### src/rtl/ps2_key_ctrl.sv
// ps2_key_ctrl
// Consumer-side controller for a PS/2 keyboard receiver FIFO. Pops scan-code
// bytes through the ready/nextdata_n handshake, tracks the E0 (extended) and
// F0 (break) prefixes, keeps shift / caps-lock / held-key state, and emits one
// decoded key event per make code over a valid/ready channel.
//
// Ports
//   clk, rst          clock, synchronous active-high reset
//   kb_data           scan code at the FIFO head (valid while kb_ready)
//   kb_ready          FIFO non-empty
//   kb_overflow       FIFO overflow flag
//   kb_nextdata_n     active-low pop strobe, one cycle per consumed byte
//   ev_valid/ev_ready key event handshake
//   ev_code           make code without prefix
//   ev_ascii          translated character, 0x00 if unmapped
//   ev_ext            event was E0-prefixed
//   ev_repeat         event is a typematic repeat of the held key
//   caps_on, shift_on modifier state
//   char_count        accepted events with nonzero ascii, wraps
//   err_overflow      sticky overflow flag
module ps2_key_ctrl #(
    parameter int CNT_W = 12
) (
    input  logic             clk,
    input  logic             rst,
    input  logic [7:0]       kb_data,
    input  logic             kb_ready,
    input  logic             kb_overflow,
    output logic             kb_nextdata_n,
    output logic             ev_valid,
    input  logic             ev_ready,
    output logic [7:0]       ev_code,
    output logic [7:0]       ev_ascii,
    output logic             ev_ext,
    output logic             ev_repeat,
    output logic             caps_on,
    output logic             shift_on,
    output logic [CNT_W-1:0] char_count,
    output logic             err_overflow
);

    typedef enum logic [1:0] {
        S_IDLE,
        S_POP,
        S_SETTLE,
        S_DECODE
    } state_t;

    localparam logic [7:0] SC_EXT   = 8'hE0;
    localparam logic [7:0] SC_BRK   = 8'hF0;
    localparam logic [7:0] SC_LSHF  = 8'h12;
    localparam logic [7:0] SC_RSHF  = 8'h59;
    localparam logic [7:0] SC_CTRL  = 8'h14;
    localparam logic [7:0] SC_CAPS  = 8'h58;

    state_t           state_q, state_d;
    logic [7:0]       byte_q, byte_d;
    logic             nextdata_n_q, nextdata_n_d;
    logic             ext_q, ext_d;
    logic             brk_q, brk_d;
    logic             shl_q, shl_d;
    logic             shr_q, shr_d;
    logic             caps_q, caps_d;
    logic             held_v_q, held_v_d;
    logic [7:0]       held_code_q, held_code_d;
    logic             held_ext_q, held_ext_d;
    logic             ev_valid_q, ev_valid_d;
    logic [7:0]       ev_code_q, ev_code_d;
    logic [7:0]       ev_ascii_q, ev_ascii_d;
    logic             ev_ext_q, ev_ext_d;
    logic             ev_rep_q, ev_rep_d;
    logic [CNT_W-1:0] cnt_q, cnt_d;
    logic             ovf_q, ovf_d;

    logic             xfer;
    logic             held_hit;

    // Unshifted ASCII for a non-extended make code; letters are returned in
    // lowercase and folded to uppercase when 'upper' is set.
    function automatic logic [7:0] scan_to_ascii(input logic [7:0] code, input logic upper);
        logic [7:0] c;
        logic       letter;
        c      = 8'h00;
        letter = 1'b1;
        case (code)
            8'h1C: c = "a";  8'h32: c = "b";  8'h21: c = "c";  8'h23: c = "d";
            8'h24: c = "e";  8'h2B: c = "f";  8'h34: c = "g";  8'h33: c = "h";
            8'h43: c = "i";  8'h3B: c = "j";  8'h42: c = "k";  8'h4B: c = "l";
            8'h3A: c = "m";  8'h31: c = "n";  8'h44: c = "o";  8'h4D: c = "p";
            8'h15: c = "q";  8'h2D: c = "r";  8'h1B: c = "s";  8'h2C: c = "t";
            8'h3C: c = "u";  8'h2A: c = "v";  8'h1D: c = "w";  8'h22: c = "x";
            8'h35: c = "y";  8'h1A: c = "z";
            default: begin
                letter = 1'b0;
                case (code)
                    8'h45: c = "0";  8'h16: c = "1";  8'h1E: c = "2";  8'h26: c = "3";
                    8'h25: c = "4";  8'h2E: c = "5";  8'h36: c = "6";  8'h3D: c = "7";
                    8'h3E: c = "8";  8'h46: c = "9";
                    8'h29: c = 8'h20;
                    8'h5A: c = 8'h0D;
                    8'h66: c = 8'h08;
                    default: c = 8'h00;
                endcase
            end
        endcase
        if (letter && upper) begin
            c = c - 8'h20;
        end
        return c;
    endfunction

    assign xfer     = ev_valid_q & ev_ready;
    // Held-key match against the byte being decoded and the current prefix.
    assign held_hit = held_v_q && (held_code_q == byte_q) && (held_ext_q == ext_q);

    always_comb begin
        state_d      = state_q;
        byte_d       = byte_q;
        nextdata_n_d = nextdata_n_q;
        ext_d        = ext_q;
        brk_d        = brk_q;
        shl_d        = shl_q;
        shr_d        = shr_q;
        caps_d       = caps_q;
        held_v_d     = held_v_q;
        held_code_d  = held_code_q;
        held_ext_d   = held_ext_q;
        ev_valid_d   = ev_valid_q;
        ev_code_d    = ev_code_q;
        ev_ascii_d   = ev_ascii_q;
        ev_ext_d     = ev_ext_q;
        ev_rep_d     = ev_rep_q;
        cnt_d        = cnt_q;
        ovf_d        = ovf_q | kb_overflow;

        if (xfer) begin
            ev_valid_d = 1'b0;
            if (ev_ascii_q != 8'h00) begin
                cnt_d = cnt_q + CNT_W'(1);
            end
        end

        case (state_q)
            S_IDLE: begin
                // Fetch only when the event slot is free (or draining now), so
                // back-pressure leaves further bytes in the receiver FIFO.
                if (kb_ready && (!ev_valid_q || ev_ready)) begin
                    byte_d       = kb_data;
                    nextdata_n_d = 1'b0;
                    state_d      = S_POP;
                end
            end
            S_POP: begin
                nextdata_n_d = 1'b1;
                state_d      = S_SETTLE;
            end
            S_SETTLE: begin
                state_d = S_DECODE;
            end
            S_DECODE: begin
                state_d = S_IDLE;
                if (byte_q == SC_EXT) begin
                    ext_d = 1'b1;
                end else if (byte_q == SC_BRK) begin
                    brk_d = 1'b1;
                end else if (brk_q) begin
                    if (byte_q == SC_LSHF) shl_d = 1'b0;
                    if (byte_q == SC_RSHF) shr_d = 1'b0;
                    if (held_hit) held_v_d = 1'b0;
                    brk_d = 1'b0;
                    ext_d = 1'b0;
                end else if (!ext_q && (byte_q == SC_LSHF || byte_q == SC_RSHF ||
                                        byte_q == SC_CTRL)) begin
                    if (byte_q == SC_LSHF) shl_d = 1'b1;
                    if (byte_q == SC_RSHF) shr_d = 1'b1;
                    ext_d = 1'b0;
                end else if (!ext_q && byte_q == SC_CAPS) begin
                    // Auto-repeat of a held caps key must not keep toggling.
                    if (!held_hit) caps_d = ~caps_q;
                    held_v_d    = 1'b1;
                    held_code_d = byte_q;
                    held_ext_d  = 1'b0;
                    ext_d       = 1'b0;
                end else begin
                    ev_valid_d  = 1'b1;
                    ev_code_d   = byte_q;
                    ev_ascii_d  = ext_q ? 8'h00
                                        : scan_to_ascii(byte_q, (shl_q | shr_q) ^ caps_q);
                    ev_ext_d    = ext_q;
                    ev_rep_d    = held_hit;
                    held_v_d    = 1'b1;
                    held_code_d = byte_q;
                    held_ext_d  = ext_q;
                    ext_d       = 1'b0;
                end
            end
            default: begin
                state_d = S_IDLE;
            end
        endcase
    end

    always_ff @(posedge clk) begin
        if (rst) begin
            state_q      <= S_IDLE;
            byte_q       <= 8'h00;
            nextdata_n_q <= 1'b1;
            ext_q        <= 1'b0;
            brk_q        <= 1'b0;
            shl_q        <= 1'b0;
            shr_q        <= 1'b0;
            caps_q       <= 1'b0;
            held_v_q     <= 1'b0;
            held_code_q  <= 8'h00;
            held_ext_q   <= 1'b0;
            ev_valid_q   <= 1'b0;
            ev_code_q    <= 8'h00;
            ev_ascii_q   <= 8'h00;
            ev_ext_q     <= 1'b0;
            ev_rep_q     <= 1'b0;
            cnt_q        <= '0;
            ovf_q        <= 1'b0;
        end else begin
            state_q      <= state_d;
            byte_q       <= byte_d;
            nextdata_n_q <= nextdata_n_d;
            ext_q        <= ext_d;
            brk_q        <= brk_d;
            shl_q        <= shl_d;
            shr_q        <= shr_d;
            caps_q       <= caps_d;
            held_v_q     <= held_v_d;
            held_code_q  <= held_code_d;
            held_ext_q   <= held_ext_d;
            ev_valid_q   <= ev_valid_d;
            ev_code_q    <= ev_code_d;
            ev_ascii_q   <= ev_ascii_d;
            ev_ext_q     <= ev_ext_d;
            ev_rep_q     <= ev_rep_d;
            cnt_q        <= cnt_d;
            ovf_q        <= ovf_d;
        end
    end

    assign kb_nextdata_n = nextdata_n_q;
    assign ev_valid      = ev_valid_q;
    assign ev_code       = ev_code_q;
    assign ev_ascii      = ev_ascii_q;
    assign ev_ext        = ev_ext_q;
    assign ev_repeat     = ev_rep_q;
    assign caps_on       = caps_q;
    assign shift_on      = shl_q | shr_q;
    assign char_count    = cnt_q;
    assign err_overflow  = ovf_q;

endmodule
### config.mk
export PLATFORM = sky130hd
export DESIGN_NAME = ps2_key_ctrl
export DESIGN_NICKNAME = d
export VERILOG_FILES = /design/src/rtl/ps2_key_ctrl.sv
export SDC_FILE = /design/constraint.sdc
export NUM_CORES = 1
export LEC_CHECK = 0
export BUFFER_PORTS_ARGS = -buffer_cell sky130_fd_sc_hd__buf_2
export CORE_MARGIN = 4
export CORE_UTILIZATION = 60
export CTS_CLUSTER_SIZE = 10
export DETAILED_ROUTE_END_ITERATION = 10
export HOLD_SLACK_MARGIN = 0.06
export MAX_ROUTING_LAYER = met4
export PLACE_DENSITY_LB_ADDON = 0.05
export SLEW_MARGIN = 20
export SYNTH_ARGS = -nofsm -noshare
export SYNTH_HDL_FRONTEND = slang
export SYNTH_SLANG_ARGS = --single-unit
### constraint.sdc
create_clock -name clk -period 5.85 [get_ports clk]
set_input_delay 0.585 -clock clk [delete_from_list [all_inputs] [get_ports clk]]
set_output_delay 0.585 -clock clk [all_outputs]
set_load 0.01 [all_outputs]
# Word-level counts from Yosys, hierarchy flattened
# Index checks and enable logic that the tools add are counted.
# op_classes
n_addsub	2
n_eq_ne	54
n_mux	43
n_bitwise	11
n_reduce_logical	27
# ops
op	count
$eq 8x6->1 const B	23
$pmux 7 s26	1
$eq 8x7->1 const B	11
$pmux 6 s13	1
$eq 8x5->1 const B	9
$mux 8	8
$mux 1	30
$reduce_or 26->1	1
$reduce_and 5->1	4
$eq 8x8->1 const B	2
$add 12x1->12 const B	1
$reduce_and 2->1	5
$eq 8x8->1	1
$pmux 2 s4	1
$reduce_bool 8->1	1
$sub 8x6->8 const B	1
$not 1->1	7
$reduce_and 7->1	1
$logic_and 1x1->1	6
$ne 2x2->1 const B	3
$reduce_and 6->1	1
$eq 2x2->1 const B	2
$reduce_bool 2->1	2
$logic_or 1x1->1	3
10 further kinds	12
# totals
regBits	58
input_bits	13
output_inout_bits	35
elab_cells	155

# Depth between registers and ports, before layout
# depth
word_depth	12
ltp_mapped	8
mapped_depth_nobuf	6

# Worst setup path after synthesis
# No wires, ideal clock.
# synth_path
path_type	reg-to-reg
startpoint	register byte_q[1]
endpoint	register ev_ascii_q[1], in the netlist ev_ascii[1]
setup_time_ps	69
arrival_ps	1871
t_required_ps	5781
setup_slack_ps	3911
path_stages_with_launch	8
n_path_buf	1
period_less_slack_ps	1939
cell_sequence	dfxtp_1 nor2b_4 buf_6 o2111a_1 or2_0 or4_4 a41o_1 o21ai_1
# synth_between
elab_chain_len	12
word_cells_on_any_way	74
classes_between	add/sub (1); eq/ne (45); mux (17); bitwise (4); reduce/logical (7)
# synth_lines
item	line_no	text
from (decl)	57	logic [7:0] byte_q, byte_d;
from (signal assigned)	225	byte_q <= byte_d;
$eq 8x7->1 (tied with other cells)	95	case (code)
$pmux 6 s13 / $reduce_or 26->1 (equally long branches)	n/a	
$pmux 7 s26 / $mux 1 (equally long branches)	85	case (code)
$mux 8 / $mux 1 (equally long branches)	177	end else if (!ext_q && byte_q == SC_CAPS) begin
$mux 8 / $mux 1 (equally long branches)	172	end else if (!ext_q && (byte_q == SC_LSHF || byte_q == SC_RSHF ||
$mux 8 / $mux 1 (equally long branches)	166	end else if (brk_q) begin
$mux 8 / $mux 1 (equally long branches)	164	end else if (byte_q == SC_BRK) begin
$mux 8 / $mux 1 (equally long branches)	162	if (byte_q == SC_EXT) begin
$mux 8 / $mux 1 (equally long branches)	143	case (state_q)
$sub 8x6->8 / $logic_and 1x1->1 (equally long branches)	107, 106	
$mux 8	106	if (letter && upper) begin
$mux 8	187	ev_ascii_d = ext_q ? 8'h00
to (signal assigned)	237	ev_ascii_q <= ev_ascii_d;
to (decl)	69	logic [7:0] ev_ascii_q, ev_ascii_d;
# Several ways; a longest one is shown, not always the timed one. The select of a mux whose other input is x is not followed.
# A chain may end at the register's enable or synchronous reset.

# Final worst setup path
# layout_path
startpoint	register byte_q[0]
endpoint	register ev_ascii_q[1], in the netlist ev_ascii[1]
# Same word-level chain as after synthesis.

==> run metrics <==
status=finished, final reports clean; worst reg2reg path depth=6; Overall Global Routing Usage=27.10%; Post-synth EDFFs=0; Slew headroom=34.45%; number of setup violations in the final report=0; die height=82 um; slowest CP cell=dfxtp_1; Syn Area/Cell=7.917 sq um; period utilization=46.62%; post-synthesis sequential area ratio=35.34%; setup TNS=0 ns; Synth async-reset ratio=0%; via count=3292; htree depth=3; syn_nets=434; register share of total power=39.5%; core footprint=5205 sq um; largest area contributor in the netlist=dfxtp_1; switching power=0.0004636 W; pwr/cell area=345.3 nW/um^2; area post-placement=3491 sq um; Tmin final=2.727 ns; number of max-cap violations=0; vias per cell=6.343; CP cell instances=nor2_1, nor4b_1, or3_1, or4_4, a41o_1, o21ai_1; Root Driver=clkbuf_8; first-pass GRT wire length=13900 um; Clk network pwr share=33.3%; Num CTS Buffers=9; CTS Sinks=58; largest net degree at the start of global routing=54; Slew Viols, Final=0; initial antenna violation count=0; RSZ-0062 raised after global routing=false; routed wire length per instance=16.16 um; vias in the first global route=2918; internal power=0.0008199 W; reg2reg setup slack=3.12 ns; Final Hold Fails=0; DRT iter0 DRCs=409; Unique masters post-synth=66; Worst setup SP type=flip-flop; Initial Util=63.12%; clk_skew=0.01367 ns; Pre-antenna DRT Iters=9; global route total overflow=0; CP peak stage delay=0.97 ns; CTS tree=done; placed cells=503; Syn. warnings=0; Worst EP required=6.12 ns; synthesized instance count=415; total power=0.001283 W; Critical Path AT=2.99 ns; clk_lat worst skew=0.34 ns; final net count=463; die area=6724 sq um; top cell type's share of synthesized area=35.34%; Reg-to-Reg Start=byte_q[0]; DP Wirelength=5734 um; synth top area cells=dfxtp_1 35%, nand2_1 5.9%, a21oi_1 5.0%; drt drc=0; Clock transition at path regs=0.07 ns; top_reg_cell synth=dfxtp_1; cell area after synthesis=3286 sq um; Critical Setup Path Class=reg2reg; Hold WS=0.4575 ns; CP Capture Type=flip-flop; share of layout cells above drive strength 1=16.93%; reg2reg end=ev_ascii[1]; crit path to=ev_ascii[1]; worst-path maximum fanout=30; Die W=82 um; IO buf count=47; Hold Path Class=reg2reg; Post CTS Setup Buffer Count=0; cells resized by post-CTS repair=0; post-route design area=3717 sq um; Ant. Diodes=0; # IOs=48; GP Congestion=1.041; clock buffer depth=2; Sw Ratio=36.12%; Post-CTS Hold Buffers=0; Antenna Violating Nets Remaining=0; worst-margin pin slew=0.9819 ns; row cnt=26; Critical Path Source=byte_q[0]; flops & latches, synth=58; Synth-to-Final Area Change=13.14%; Finished Layout Cells=519; VDD IR max=0.0002959 V; Logic pwr share=27.3%; Routed WL=8389 um; f_max=366.6 MHz; Lkg Pwr=1.397 nW
synth_stat cells, types with 3 or more instances:
| library cell | n |
|---|---|
| a21oi_1 | 33 |
| a22o_1 | 3 |
| a2bb2oi_1 | 3 |
| a311oi_1 | 3 |
| a31oi_1 | 6 |
| a32o_1 | 4 |
| and3_1 | 3 |
| buf_1 | 6 |
| buf_2 | 7 |
| clkbuf_1 | 17 |
| dfxtp_1 | 58 |
| ha_1 | 6 |
| inv_1 | 10 |
| mux2i_1 | 11 |
| nand2_1 | 52 |
| nand2b_1 | 7 |
| nand3_1 | 12 |
| nand3b_1 | 3 |
| nand4_1 | 7 |
| nor2_1 | 37 |
| nor2b_1 | 4 |
| nor3_1 | 17 |
| nor4_1 | 5 |
| nor4b_1 | 5 |
| nor4bb_1 | 3 |
| o21ai_0 | 12 |
| o21ai_1 | 3 |
| o22ai_1 | 7 |
| o32ai_1 | 3 |
| or3_1 | 7 |
| xnor2_1 | 16 |
| xor2_1 | 5 |
power by group through the flow:
stage	combinational, W	sequential (W)	clock, W
finish	0.000350	0.000506	0.000427
global route	0.000389	0.000514	0.000446
CTS	0.000346	0.000503	0.000431
detailed placement	0.000344	0.000512	0
global placement	0.000340	0.000509	0
floorplan	0.000309	0.000466	0
layer usage:
layer / up-vias / track usage [%] / wire [um]
met3: 26 / 5.154 / 679
met5: - / - / 0
met1: 1513 / 35.88 / 3657
met4: 0 / 10.63 / 190
met2: 184 / 40.79 / 3861
li1: 1569 / - / -
cells by family after synthesis:
| family | after synthesis | share of synthesized area (%) |
|---|---|---|
| flip-flops | 58 | 35.34 |
| AO/OA/AOI/OAI | 99 | 19.99 |
| AND/OR/NAND/NOR | 178 | 28.14 |
| multiplexers | 11 | 3.351 |
| adder cells (fa/ha/maj) | 6 | 2.285 |
| buffers and inverters | 42 | 5.293 |
| XOR/XNOR | 21 | 5.598 |
worst max-delay path: cells and delay by family (launching register included):
| family | cells | cell delay, ns |
|---|---|---|
| flops | 1 | 0.97 |
| simple gates | 4 | 1.36 |
| compound gates | 2 | 0.32 |
state kept, by name, indices dropped and copies added, names as in the netlist:
register / cells
char_count: 12
byte_q: 8
ev_ascii: 8
ev_code: 8
held_code_q: 8
state_q: 2
brk_q: 1
caps_on: 1
err_overflow: 1
ev_ext: 1
ev_repeat: 1
ev_valid: 1
ext_q: 1
held_ext_q: 1
held_v_q: 1
kb_nextdata_n: 1
shl_q: 1
shr_q: 1
worst min-delay path by stage:
stage,start,to,depth (start not counted)
floorplan,held_ext_q,held_ext_q,2
global placement,err_overflow,err_overflow,2
detailed placement,ev_code[1],ev_code[1],2
CTS,kb_overflow,err_overflow,3
global route,kb_overflow,err_overflow,3
finish,ev_code[1],ev_code[1],2
placed cells by master, fill, tap and decap left out, types with 4 or more instances in the layout:
| master | n |
|---|---|
| xnor2_1 | 16 |
| nand2_1 | 52 |
| clkbuf_8 | 10 |
| nor4b_1 | 5 |
| nor2_1 | 37 |
| nand3_1 | 12 |
| nand4_1 | 7 |
| inv_1 | 10 |
| a32o_1 | 4 |
| xor2_1 | 5 |
| mux2i_1 | 11 |
| a31oi_1 | 6 |
| nor3_1 | 17 |
| a21oi_1 | 33 |
| or3_1 | 7 |
| nor4_1 | 5 |
| buf_2 | 47 |
| dfxtp_1 | 58 |
| o21ai_0 | 12 |
| nor2b_1 | 4 |
| nand2b_1 | 7 |
| ha_1 | 6 |
| o22ai_1 | 7 |
area by class of cell:
type	instances	area [sq um]
clock buffers	10	137.6
clock inverters	6	88.84
fillers	423	1488
inverters	11	41.29
multi-input cells	315	1951
flip-flops and latches	58	1161
well taps	70	87.58
repair buffers	49	250.2
through the flow:
step	utilization, %	setup WS [ns]
6_report	71.42	3.123
3_5_place_dp	67.07	3.170
5_1_grt	71.42	2.930
4_1_cts	71.42	3.160
2_1_floorplan	-	3.911
3_3_place_gp	67.07	3.173
No activity file was read; power rests on OpenSTA's default activity.
